--- config.mk ---
export PLATFORM = sky130hd
export DESIGN_NAME = acc_adapter_rsp_flat
export DESIGN_NICKNAME = d
export VERILOG_FILES = /design/src/rtl/acc_adapter_rsp_pkg.sv /design/src/rtl/acc_adapter_rsp_if.sv /design/src/rtl/acc_adapter_rsp_fifo.sv /design/src/rtl/acc_adapter_rsp.sv /design/src/flat_wrapper.sv
export SDC_FILE = /design/constraint.sdc
export NUM_CORES = 1
export LEC_CHECK = 0
export ABC_AREA = 1
export CAP_MARGIN = 20
export CORE_ASPECT_RATIO = 0.75
export CORE_MARGIN = 3
export CORE_UTILIZATION = 58
export CTS_CLUSTER_DIAMETER = 30
export CTS_CLUSTER_SIZE = 10
export DETAILED_ROUTE_END_ITERATION = 12
export PLACE_DENSITY = 0.83
export SLEW_MARGIN = 25
export SYNTH_ARGS = -nofsm -noshare
export SYNTH_HDL_FRONTEND = slang
export SYNTH_SLANG_ARGS = --single-unit
--- constraint.sdc ---
create_clock -name clk_i -period 4.8 [get_ports clk_i]
set_input_delay 0.96 -clock clk_i [delete_from_list [all_inputs] [get_ports clk_i]]
set_output_delay 0.96 -clock clk_i [all_outputs]
set_load 0.03 [all_outputs]
--- src/rtl/acc_adapter_rsp_pkg.sv ---
// Shared types and helpers for the accelerator adapter response path.
package acc_adapter_rsp_pkg;

  localparam int unsigned RdWidth = 5;

  typedef enum logic {
    S_FIRST  = 1'b0,
    S_SECOND = 1'b1
  } rsp_state_e;

  // Register index of the second half of a dual writeback; wraps 31 -> 0.
  function automatic logic [RdWidth-1:0] rd_next(input logic [RdWidth-1:0] rd);
    return rd + RdWidth'(1);
  endfunction

endpackage

--- src/rtl/acc_adapter_rsp_if.sv ---
// Response channels of the accelerator adapter: C-side writeback in, X-side response out.
interface acc_adapter_rsp_if #(
  parameter int unsigned DataWidth = 32,
  parameter int unsigned IdWidth   = 1
) ();

  logic                   c_rsp_valid;
  logic                   c_rsp_ready;
  logic [IdWidth-1:0]     c_rsp_id;
  logic [4:0]             c_rsp_rd;
  logic [2*DataWidth-1:0] c_rsp_data;
  logic                   c_rsp_dualwb;
  logic                   c_rsp_error;

  logic                   x_rsp_valid;
  logic                   x_rsp_ready;
  logic [4:0]             x_rsp_rd;
  logic [DataWidth-1:0]   x_rsp_data;
  logic                   x_rsp_error;

  modport slave (
    input  c_rsp_valid, c_rsp_id, c_rsp_rd, c_rsp_data, c_rsp_dualwb, c_rsp_error,
    output c_rsp_ready,
    output x_rsp_valid, x_rsp_rd, x_rsp_data, x_rsp_error,
    input  x_rsp_ready
  );

  modport master (
    output c_rsp_valid, c_rsp_id, c_rsp_rd, c_rsp_data, c_rsp_dualwb, c_rsp_error,
    input  c_rsp_ready,
    input  x_rsp_valid, x_rsp_rd, x_rsp_data, x_rsp_error,
    output x_rsp_ready
  );

endinterface

--- src/rtl/acc_adapter_rsp_fifo.sv ---
// Non-fall-through FIFO: a pushed entry appears on data_o the cycle after the push.
module acc_adapter_rsp_fifo #(
  parameter int unsigned Depth = 4,
  parameter int unsigned Width = 8
) (
  input  logic             clk_i,
  input  logic             rst_ni,
  input  logic             push_i,
  input  logic [Width-1:0] data_i,
  input  logic             pop_i,
  output logic [Width-1:0] data_o,
  output logic             full_o,
  output logic             empty_o
);

  localparam int unsigned AddrW = $clog2(Depth);
  localparam logic [AddrW:0] FullCnt = (AddrW + 1)'(Depth);

  logic [Width-1:0] mem_q [Depth];
  logic [AddrW-1:0] wptr_q, rptr_q;
  logic [AddrW:0]   cnt_q;
  logic             push_ok, pop_ok;

  assign full_o  = (cnt_q == FullCnt);
  assign empty_o = (cnt_q == '0);
  assign push_ok = push_i && !full_o;
  assign pop_ok  = pop_i && !empty_o;
  assign data_o  = mem_q[rptr_q];

  // Storage is cleared on reset so the X-side payload reads zero out of reset.
  always_ff @(posedge clk_i or negedge rst_ni) begin
    if (!rst_ni) begin
      for (int i = 0; i < int'(Depth); i++) mem_q[i] <= '0;
      wptr_q <= '0;
      rptr_q <= '0;
      cnt_q  <= '0;
    end else begin
      if (push_ok) begin
        mem_q[wptr_q] <= data_i;
        wptr_q        <= wptr_q + AddrW'(1);
      end
      if (pop_ok) rptr_q <= rptr_q + AddrW'(1);
      case ({push_ok, pop_ok})
        2'b10:   cnt_q <= cnt_q + 1'b1;
        2'b01:   cnt_q <= cnt_q - 1'b1;
        default: cnt_q <= cnt_q;
      endcase
    end
  end

endmodule

--- src/rtl/acc_adapter_rsp.sv ---
// Accelerator adapter response path: buffers C-side writebacks and replays them on the X interface.
// Define ACC_ADAPTER_DUAL_WB_EN to split 64-bit dual writebacks into two X beats.
//
// state    | meaning
// S_FIRST  | presenting rd and low word of the FIFO head
// S_SECOND | presenting rd+1 and high word of a dual-writeback head
module acc_adapter_rsp
  import acc_adapter_rsp_pkg::*;
#(
  parameter int unsigned DataWidth      = 32,
  parameter int unsigned IdWidth        = 1,
  parameter int unsigned Depth          = 4,
  parameter int unsigned MaxOutstanding = 8,
  localparam int unsigned CntWidth      = $clog2(MaxOutstanding + 1)
) (
  input  logic                clk_i,
  input  logic                rst_ni,
  input  logic                req_issue_i,
  output logic [CntWidth-1:0] outstanding_o,
  output logic                outstanding_full_o,
  output logic                spurious_o,
  acc_adapter_rsp_if.slave    rsp
);

  localparam logic [CntWidth-1:0] CntMax = CntWidth'(MaxOutstanding);

  typedef struct packed {
    logic [IdWidth-1:0]     id;
    logic [RdWidth-1:0]     rd;
`ifdef ACC_ADAPTER_DUAL_WB_EN
    logic [2*DataWidth-1:0] data;
    logic                   dualwb;
`else
    logic [DataWidth-1:0]   data;
`endif
    logic                   error;
  } entry_t;

  entry_t               push_entry, head;
  logic                 fifo_full, fifo_empty;
  logic                 push, pop, x_hs, issue;
  logic                 head_dual;
  logic [DataWidth-1:0] hi_word;
  logic                 unused_bits;
  rsp_state_e           state_q;
  logic [CntWidth-1:0]  cnt_q;
  logic                 spurious_q;

  // Ready depends on fullness alone, so a full FIFO refuses a push even while popping.
  assign rsp.c_rsp_ready = !fifo_full;
  assign push            = rsp.c_rsp_valid && !fifo_full;
  assign rsp.x_rsp_valid = !fifo_empty;
  assign x_hs            = !fifo_empty && rsp.x_rsp_ready;
  assign pop             = x_hs && (state_q == S_SECOND || !head_dual);

  always_comb begin
    push_entry       = '0;
    push_entry.id    = rsp.c_rsp_id;
    push_entry.rd    = rsp.c_rsp_rd;
    push_entry.error = rsp.c_rsp_error;
`ifdef ACC_ADAPTER_DUAL_WB_EN
    push_entry.data   = rsp.c_rsp_data;
    push_entry.dualwb = rsp.c_rsp_dualwb;
`else
    push_entry.data   = rsp.c_rsp_data[DataWidth-1:0];
`endif
  end

`ifdef ACC_ADAPTER_DUAL_WB_EN
  assign head_dual   = head.dualwb;
  assign hi_word     = head.data[2*DataWidth-1:DataWidth];
  assign unused_bits = ^head.id;
`else
  assign head_dual   = 1'b0;
  assign hi_word     = '0;
  assign unused_bits = ^{head.id, rsp.c_rsp_dualwb, rsp.c_rsp_data[2*DataWidth-1:DataWidth]};
`endif

  acc_adapter_rsp_fifo #(
    .Depth (Depth),
    .Width ($bits(entry_t))
  ) u_fifo (
    .clk_i   (clk_i),
    .rst_ni  (rst_ni),
    .push_i  (push),
    .data_i  (push_entry),
    .pop_i   (pop),
    .data_o  (head),
    .full_o  (fifo_full),
    .empty_o (fifo_empty)
  );

  always_ff @(posedge clk_i or negedge rst_ni) begin
    if (!rst_ni) begin
      state_q <= S_FIRST;
    end else if (x_hs) begin
      case (state_q)
        S_FIRST:  state_q <= head_dual ? S_SECOND : S_FIRST;
        S_SECOND: state_q <= S_FIRST;
        default:  state_q <= S_FIRST;
      endcase
    end
  end

  assign rsp.x_rsp_rd    = (state_q == S_SECOND) ? rd_next(head.rd) : head.rd;
  assign rsp.x_rsp_data  = (state_q == S_SECOND) ? hi_word : head.data[DataWidth-1:0];
  assign rsp.x_rsp_error = head.error;

  // An issue paired with a push in the same cycle nets out; a lone push at zero is spurious.
  assign issue = req_issue_i && !outstanding_full_o;

  always_ff @(posedge clk_i or negedge rst_ni) begin
    if (!rst_ni) begin
      cnt_q      <= '0;
      spurious_q <= 1'b0;
    end else begin
      spurious_q <= push && !issue && (cnt_q == '0);
      if (issue && !push) begin
        cnt_q <= cnt_q + 1'b1;
      end else if (push && !issue && cnt_q != '0) begin
        cnt_q <= cnt_q - 1'b1;
      end
    end
  end

  assign outstanding_o      = cnt_q;
  assign outstanding_full_o = (cnt_q == CntMax);
  assign spurious_o         = spurious_q;

  a_no_issue_when_full : assert property (
    @(posedge clk_i) disable iff (!rst_ni) !(req_issue_i && outstanding_full_o)
  );

endmodule

--- src/flat_wrapper.sv ---
// flat-port wrapper written by rule: the top's interface ports become plain ports
module acc_adapter_rsp_flat import acc_adapter_rsp_pkg::*;
#(
  parameter int unsigned DataWidth      = 32,
  parameter int unsigned IdWidth        = 1,
  parameter int unsigned Depth          = 4,
  parameter int unsigned MaxOutstanding = 8,
  localparam int unsigned CntWidth      = $clog2(MaxOutstanding + 1)
)
  (clk_i, rst_ni, req_issue_i, outstanding_o, outstanding_full_o, spurious_o, rsp_c_rsp_valid, rsp_c_rsp_id, rsp_c_rsp_rd, rsp_c_rsp_data, rsp_c_rsp_dualwb, rsp_c_rsp_error, rsp_c_rsp_ready, rsp_x_rsp_valid, rsp_x_rsp_rd, rsp_x_rsp_data, rsp_x_rsp_error, rsp_x_rsp_ready);
  acc_adapter_rsp_if #(.DataWidth(DataWidth), .IdWidth(IdWidth)) rsp_i ();
  input  logic clk_i;
  input  logic rst_ni;
  input  logic req_issue_i;
  output logic [CntWidth-1:0] outstanding_o;
  output logic outstanding_full_o;
  output logic spurious_o;
  input wire logic [$bits(rsp_i.c_rsp_valid)-1:0] rsp_c_rsp_valid;
  input wire logic [$bits(rsp_i.c_rsp_id)-1:0] rsp_c_rsp_id;
  input wire logic [$bits(rsp_i.c_rsp_rd)-1:0] rsp_c_rsp_rd;
  input wire logic [$bits(rsp_i.c_rsp_data)-1:0] rsp_c_rsp_data;
  input wire logic [$bits(rsp_i.c_rsp_dualwb)-1:0] rsp_c_rsp_dualwb;
  input wire logic [$bits(rsp_i.c_rsp_error)-1:0] rsp_c_rsp_error;
  output wire logic [$bits(rsp_i.c_rsp_ready)-1:0] rsp_c_rsp_ready;
  output wire logic [$bits(rsp_i.x_rsp_valid)-1:0] rsp_x_rsp_valid;
  output wire logic [$bits(rsp_i.x_rsp_rd)-1:0] rsp_x_rsp_rd;
  output wire logic [$bits(rsp_i.x_rsp_data)-1:0] rsp_x_rsp_data;
  output wire logic [$bits(rsp_i.x_rsp_error)-1:0] rsp_x_rsp_error;
  input wire logic [$bits(rsp_i.x_rsp_ready)-1:0] rsp_x_rsp_ready;
  assign rsp_i.c_rsp_valid = rsp_c_rsp_valid;
  assign rsp_i.c_rsp_id = rsp_c_rsp_id;
  assign rsp_i.c_rsp_rd = rsp_c_rsp_rd;
  assign rsp_i.c_rsp_data = rsp_c_rsp_data;
  assign rsp_i.c_rsp_dualwb = rsp_c_rsp_dualwb;
  assign rsp_i.c_rsp_error = rsp_c_rsp_error;
  assign rsp_c_rsp_ready = rsp_i.c_rsp_ready;
  assign rsp_x_rsp_valid = rsp_i.x_rsp_valid;
  assign rsp_x_rsp_rd = rsp_i.x_rsp_rd;
  assign rsp_x_rsp_data = rsp_i.x_rsp_data;
  assign rsp_x_rsp_error = rsp_i.x_rsp_error;
  assign rsp_i.x_rsp_ready = rsp_x_rsp_ready;
  acc_adapter_rsp #(.DataWidth(DataWidth), .IdWidth(IdWidth), .Depth(Depth), .MaxOutstanding(MaxOutstanding)) u_core (.clk_i(clk_i), .rst_ni(rst_ni), .req_issue_i(req_issue_i), .outstanding_o(outstanding_o), .outstanding_full_o(outstanding_full_o), .spurious_o(spurious_o), .rsp(rsp_i));
endmodule
# [Yosys cells after proc, flatten, opt, wreduce, memory -nomap -nowiden]
# Cells that the tools add are included.
[op_classes] add_sub_neg=6 magnitude_cmp=3 n_eq_ne=4 muxes=9 n_bitwise=2 n_reduce_logical=20
[op_table] cell="bitwise mux 156 bit" count=1
[op_table] cell="binary-select mux 39 bit (select 2 bit)" count=1
[op_table] cell="demux 39 bit (select 2 bit)" count=1
[op_table] cell="2-to-1 mux 38 bit" count=2
[op_table] cell="2-to-1 mux 39 bit" count=1
[op_table] cell="logical AND 1 bit" count=10
[op_table] cell="2-to-1 mux 4 bit" count=2
[op_table] cell=">= comparator 3 bit (second input constant)" count=2
[op_table] cell="inverter 2 -> 3 bit" count=2
[op_table] cell="case mux 3 bit (2 select lines)" count=1
[op_table] cell="logical NOT 1 bit" count=5
[op_table] cell="adder 2 x 1 -> 2 bit (second input constant)" count=2
[op_table] cell="adder 4 x 1 -> 4 bit (second input constant)" count=1
[op_table] cell="== test 4 bit (second input constant)" count=1
[op_table] cell="logical NOT 4 bit" count=1
[op_table] cell="nonzero test 2 bit" count=2
[op_table] cell="nonzero test 4 bit" count=1
[op_table] cell="subtractor 4 x 1 -> 4 bit (second input constant)" count=1
[op_table] cell="adder 3 x 1 -> 3 bit (second input constant)" count=1
[op_table] cell="== test 3 bit (second input constant)" count=1
[op_table] cell="logical NOT 3 bit" count=1
[op_table] cell="< comparator 3 x 1 -> 1 bit (second input constant)" count=1
[op_table] cell="subtractor 3 x 1 -> 3 bit (second input constant)" count=1
[op_table] cell="== test 2 x 1 -> 1 bit (second input constant)" count=1
[op_table] cell="== test 2 bit (second input constant)" count=1
[totals] register_bits=168 inputBits=77 output_inout_bits=46

# [Depth between registers and ports, before layout]
# Gate-level depths: netlist of the first run.
[depth] word_depth=8 depth_mapped=12 depth_no_buf=12

# [Cells and area by module]
# A second synthesis of the first run with hierarchy kept.
[unflattened] cells_unflattened=1057 area_unflattened_um2=8405.6
[modules_own_cells] module="acc_adapter_rsp_fifo" n_inst=1 cells_each=1010 area_each_um2=8030.2 seq_area_each_um2=4078.9
[modules_own_cells] module="acc_adapter_rsp" n_inst=1 cells_each=47 area_each_um2=375.4 seq_area_each_um2=125.1

# [Worst setup path before layout of the first run]
# Ideal clock, no wire load.
[synth_path] path_kind="flip-flop to output port" start="register u_core.u_fifo.rptr_q[1]" end="output port rsp_x_rsp_data[27]" arrival_ps=1418 path_slack_ps=2422 path_stages_with_launch=6 n_path_buf=2 cell_sequence="dfrtp_1 -> inv_1 -> clkbuf_2 -> clkbuf_1 -> o21ai_0 -> o22ai_1"
[synth_via] elab_chain_len=4
[synth_rtl] item="start: declaration" line_no="acc_adapter_rsp_fifo.sv:20" text="logic [AddrW-1:0] wptr_q, rptr_q;"
[synth_rtl] item="start signal: assignment" line_no="acc_adapter_rsp_fifo.sv:42" text="if (pop_ok) rptr_q <= rptr_q + AddrW'(1);"
[synth_rtl] item="inverter 2 -> 3 bit (not written as such)" line_no="acc_adapter_rsp_fifo.sv:28" text="assign data_o = mem_q[rptr_q];"
[synth_rtl] item="binary-select mux 39 bit (select 2 bit)" line_no="acc_adapter_rsp_fifo.sv:28"
[synth_rtl] item="2-to-1 mux 38 bit (not written as such) (2 in series)" line_no="acc_adapter_rsp_fifo.sv:28"
[synth_rtl] item="end: declaration" line_no="flat_wrapper.sv:27" text="output wire logic [$bits(rsp_i.x_rsp_data)-1:0] rsp_x_rsp_data;"
# Every way passes these cells. The select of a mux whose other input is x is not followed.

# [Worst setup path in the final report of the first run]
[layout_path] start="register u_core.u_fifo.rptr_q[0]" end="output port rsp_x_rsp_data[27]"
# The elaborated chain is that of the path after synthesis.

==> results_dict.tcl, run 1 <==
set metrics [dict create \
    initial_core_util_pct 59.7 \
    layout_min_cycle_time_ns 3.78 \
    tightest_slew_ns 0.915 \
    drc 0 \
    grt_pass1_vias 5716 \
    drt_iter0_drc 498 \
    clk_pin_slew_ns 0.06 \
    clk_latency_ns 0.42 \
    setup_viol 0 \
    worstSetupPathType "flop to output port" \
    ir_worst_vdd_mv 0.400 \
    n_antenna_cell 0 \
    wl_per_cell_um 15.6 \
    grt_usage_pct 24.4 \
    status "complete, no violations" \
    fin_total_pwr_w 0.00718 \
    h-tree-depth 4 \
    vias 5939 \
    final_design_area_no_fill_sq_um 8760 \
    core_sq_um 12400 \
    syn_avg_cell_area_sq_um 8.92 \
    crit_fanout 33 \
    cts_root_buf "clkbuf_16" \
    rsz0062_at_grt "false" \
    yosysWarnings 0 \
    crit_arrival_ns 2.82 \
    post_cts_buffers 0 \
    pre_cts_slack_ns 1.51 \
    cts_tree "yes" \
    drv_slew 0 \
    cts_made_buffers 17 \
    fillCellCount 961 \
    period_share_pct 78.8 \
    setup_ws_ns 1.02 \
    grt_max_degree 116 \
    die_y_um 104 \
    start_kind "flop" \
    syn_area_sq_um 7400 \
    final_common_cell "o21ai_0" \
    via_per_inst 5.58 \
    powerDensity_nw_per_um2 820 \
    drtPass1Iterations 5 \
    route.met2.wl_mm 7.86 \
    io_pins 123 \
    numClockSinks 164 \
    cp-end-kind "output port" \
    final_cell_mix "o21ai_0, nand2_1, dfrtp_1, clkdlybuf4s50_1, nor2_1" \
    cp_slowest_cell "clkdlybuf4s50_1" \
    highest_layer "met4" \
    synth_nets 915 \
    clock_skew_ns 0.00663 \
    grt_pass1_wl_mm 27.7 \
    ant_nets 0 \
    die_area_sq_um 14200 \
    drive_gt1_share_pct 7.34 \
    overflow 0 \
    hp-class "flop to flop" \
    cp_slowest_stage_delay_ns 0.75 \
    cts-resized-gates 0 \
    ys_ff_latch 164 \
    syn2layout_area_growth_pct 18.5 \
    finalHoldViolCount 0 \
    leakage_nw 4.11 \
    clock_path_buffers 2 \
    port_buffers 88 \
    setup_tns_ns 0 \
    routabilityCongestion 0.766 \
    slew_headroom_pct 39.0 \
    wl_met1_mm 7.56 \
    path_buf_inv 3 \
    synth.distinct_cells 23 \
    seq_area_frac_synth_pct 55.5 \
    synth_cells 829 \
    nNetsFinal 972 \
    floorplan.rows 35 \
    dp_hpwl_mm 9.05 \
    fp.dieW_um 136 \
    drt_wl_total_mm 16.6 \
    timing.fmax_mhz 264 \
    path_delay_family "buffers and inverters" \
    grt_antenna_before_repair 0 \
    cts_hold_buf 0 \
    place_area_sq_um 8170 \
    crit_chain "inv_2, buf_4, o21ai_0, o22ai_1, clkdlybuf4s50_1" \
    max_cap_viol_count 0 \
    dr_wl_met3_mm 1.01 \
    critical_path_required_ns 3.84 \
]
[flip-flops by register name (all words and copies together), names as in the netlist]
signal,flops
u_core.outstanding_o,4
u_core.spurious_o,1
u_core.u_fifo.cnt_q,3
u_core.u_fifo.mem_q,152
u_core.u_fifo.rptr_q,2
u_core.u_fifo.wptr_q,2
[per-layer routing]
layer | vias to the layer above | track usage (%)
met5 | - | 0
met4 | 0 | 7.48
met3 | 11 | 5.19
met2 | 209 | 37.8
met1 | 2868 | 35.0
li1 | 2851 | -
[layout make-up]
| class | count | area (sq um) | area share (%) |
|---|---|---|---|
| repair buffers | 94 | 942 | 10.7 |
| inverters | 54 | 210 | 2.40 |
| multi-input cells | 555 | 2710 | 30.9 |
| clock inverters | 14 | 163 | 1.86 |
| flip-flops and latches | 164 | 4110 | 46.8 |
| clock buffers | 18 | 429 | 4.90 |
| well taps | 166 | 208 | 2.37 |
[report_power, final]
group	total (W)	internal, W	switching, W	leakage, nW
combinational	0.00345	0.00129	0.00216	1.77
clock	0.00136	0.000814	0.000548	0.281
sequential	0.00238	0.00202	0.000352	2.05
total	0.00718	0.00413	0.00306	4.11
[synthesized netlist by cell type, drive strengths merged]
cell	n	share of area, %
o21ai	232	17
nand2	180	9.7
dfrtp	164	55
nor2	85	4.3
inv	54	2.8
o22ai	38	3.2
buf	31	3.8
clkbuf	25	1.3
ha	7	1.2
nand3	4	0.27
xor2	4	0.47
fa	2	0.54
a21oi	1	0.068
o21bai	1	0.10
xnor2	1	0.12
[tightest hold or removal path: stages, from the launching register on]
cell     delay, ns
dfrtp_1       0.33
nand2_1       0.06
o21ai_2       0.05
[final timing paths]
check                                        start                       to  slack [ns]  cells past startpoint
setup / recovery           u_core.u_fifo.rptr_q[0]       rsp_x_rsp_data[27]        1.02                      5
hold / removal             u_core.u_fifo.mem_q[83]  u_core.u_fifo.mem_q[83]        0.48                      2
setup reg to reg            u_core.u_fifo.cnt_q[1]  u_core.outstanding_o[3]        2.78                     12
hold reg to reg            u_core.u_fifo.mem_q[83]  u_core.u_fifo.mem_q[83]        0.48                      2
max in group asynchronous                   rst_ni  u_core.u_fifo.mem_q[83]        3.33                      2
min in group asynchronous                   rst_ni  u_core.u_fifo.mem_q[24]        0.68                      1
[metrics by stage]
step                hold WS [ns]  utilization [%]  cells
floorplan                  0.448                -    829
global placement           0.459             65.9   1033
detailed placement         0.462             65.9   1033
CTS                        0.477             70.7   1065
global route               0.499             70.7   1065
finish                     0.477             70.7   1065
[cell families (layout without fill, tap and decap cells)]
logic type	count (synthesis)	in the layout	synth area share, %
AOI/OAI and AO/OA	272	272	20.0
xor gates and xnor gates	5	5	0.592
adders and majority gates	9	9	1.73
buffers and inverters	110	180	7.92
DFF	164	164	55.5
and+or+nand+nor	269	269	14.3
Power figures use the tool's default switching activity.
==> run 2, diff against run 1 <==
--- a/config.mk
+++ b/config.mk
@@ -9,11 +9,11 @@
 export CAP_MARGIN = 20
 export CORE_ASPECT_RATIO = 0.75
 export CORE_MARGIN = 3
-export CORE_UTILIZATION = 58
+export CORE_UTILIZATION = 53
 export CTS_CLUSTER_DIAMETER = 30
 export CTS_CLUSTER_SIZE = 10
 export DETAILED_ROUTE_END_ITERATION = 12
-export PLACE_DENSITY = 0.83
+export PLACE_DENSITY = 0.77
 export SLEW_MARGIN = 25
 export SYNTH_ARGS = -nofsm -noshare
 export SYNTH_HDL_FRONTEND = slang
==> constraint.sdc (replaced) <==
create_clock -name clk_i -period 3.82 [get_ports clk_i]
set_input_delay 0.764 -clock clk_i [delete_from_list [all_inputs] [get_ports clk_i]]
set_output_delay 0.764 -clock clk_i [all_outputs]
set_load 0.03 [all_outputs]
==> results_dict.tcl, run 2 (synthesis results as in run 1) <==
set metrics [dict create \
    status "complete, no violations" \
    cp_slowest_stage_delay_ns 0.73 \
    hp-class "input port to asynchronous set/reset pin" \
    cts_root_buf "clkbuf_16" \
    powerDensity_nw_per_um2 1020 \
    crit_arrival_ns 2.47 \
    floorplan.rows 36 \
    largest_reg_flops 152 \
    crit_chain "inv_1, buf_4, o21ai_0, o22ai_1, clkdlybuf4s50_1" \
    layout_min_cycle_time_ns 3.23 \
    post_cts_buffers 0 \
    clock_path_buffers 2 \
    clk_pin_slew_ns 0.07 \
    crit_fanout 16 \
    syn2layout_area_growth_pct 18.8 \
    n_antenna_cell 0 \
    drt_wl_total_mm 16.1 \
    path_delay_family "buffers and inverters" \
    path_buf_inv 3 \
    io_pins 123 \
    final_common_cell "o21ai_0" \
    r2r-start "u_core.u_fifo.cnt_q[1]" \
    dr_wl_met3_um 817 \
    die_area_sq_um 15400 \
    fp.dieW_um 142 \
    timing.fmax_mhz 309 \
    port_buffers 88 \
    initial_core_util_pct 55.5 \
    h-tree-depth 4 \
    pre_cts_slack_ns 1.05 \
    grt_usage_pct 21.7 \
    nNetsFinal 974 \
    setup_viol 0 \
    drtPass1Iterations 9 \
    ir_worst_vdd_mv 0.580 \
    grt_max_degree 78 \
    cts_hold_buf 0 \
    drive_gt1_share_pct 7.66 \
    drc 0 \
    critical_path_required_ns 3.06 \
    numClockSinks 164 \
    worstSetupPathType "flop to output port" \
    start_kind "flop" \
    cp_slowest_cell "clkdlybuf4s50_1" \
    regMostFlops "u_core.u_fifo.mem_q" \
    finalHoldViolCount 0 \
    dp_hpwl_mm 9.26 \
    vias 5757 \
    rsz0062_at_grt "false" \
    timing.hold.ws_ns 0.334 \
    grt_pass1_wl_mm 26.9 \
    tightest_slew_ns 0.845 \
    leakage_nw 4.11 \
    wl_met1_mm 7.66 \
    route.met2.wl_mm 7.53 \
    core_sq_um 13300 \
    ant_nets 0 \
    final_cell_mix "o21ai_0, nand2_1, dfrtp_1, clkdlybuf4s50_1, nor2_1" \
    period_share_pct 84.7 \
    clk_latency_ns 0.41 \
    cts_made_buffers 17 \
    drv_slew 0 \
    setup_tns_ns 0 \
    drt_iter0_drc 437 \
    die_y_um 108 \
    cts-resized-gates 0 \
    clock_skew_ns 0.0102 \
    routabilityCongestion 0.763 \
    slew_headroom_pct 43.6 \
    cp-startpoint "u_core.u_fifo.rptr_q[1]" \
    grt_pass1_vias 5392 \
    cp-end-kind "output port" \
    via_per_inst 5.37 \
    setup_ws_ns 0.586 \
    overflow 0 \
    wl_per_cell_um 15.0 \
    grt_antenna_before_repair 0 \
    highest_layer "met4" \
    max_cap_viol_count 0 \
    cts_tree "yes" \
]
==> run 2: area by class of cell <==
class / instances / area (sq um)
clock buffers: 17 / 425
fillers: 1102 / 4540
inverters: 54 / 210
flip-flops and latches: 164 / 4110
multi-input cells: 555 / 2710
clock inverters: 15 / 146
repair buffers: 96 / 980
well taps: 171 / 214
==> run 2: worst paths after layout <==
check / endpoint / slack, ns / cells past startpoint
worst min register to register: u_core.u_fifo.mem_q[78] / 0.48 / 2
worst max-delay path: rsp_x_rsp_rd[2] / 0.59 / 5
max in group asynchronous: u_core.u_fifo.mem_q[100] / 2.57 / 2
min in group clk_i: u_core.u_fifo.mem_q[78] / 0.48 / 2
worst min-delay path: u_core.u_fifo.cnt_q[0] / 0.33 / 1
worst max register to register: u_core.outstanding_o[3] / 1.83 / 12
==> run 2: per-layer routing <==
layer  vias to the layer above  global-route usage (%)
met1                      2736                    31.5
met4                         0                    4.68
met2                       151                    34.1
met3                         8                    4.64
li1                       2862                       -
met5                         -                       0
==> run 2: per-stage QoR <==
| stage | instances | total power (W) | cell area (sq um) | util (%) |
|---|---|---|---|---|
| after floorplan | 829 | 0.00592 | 7400 | - |
| after global placement | 1040 | 0.00723 | 8220 | 61.6 |
| after detailed placement | 1040 | 0.00733 | 8220 | 61.6 |
| after CTS | 1072 | 0.00900 | 8790 | 65.9 |
| after global routing | 1072 | 0.00960 | 8790 | 65.9 |
| final | 1072 | 0.00895 | 8790 | 65.9 |
==> run 2: power by group <==
part | internal (W) | switching [W]
logic | 0.00165 | 0.00270
clock network | 0.000912 | 0.000721
registers | 0.00254 | 0.000425
total | 0.00511 | 0.00384
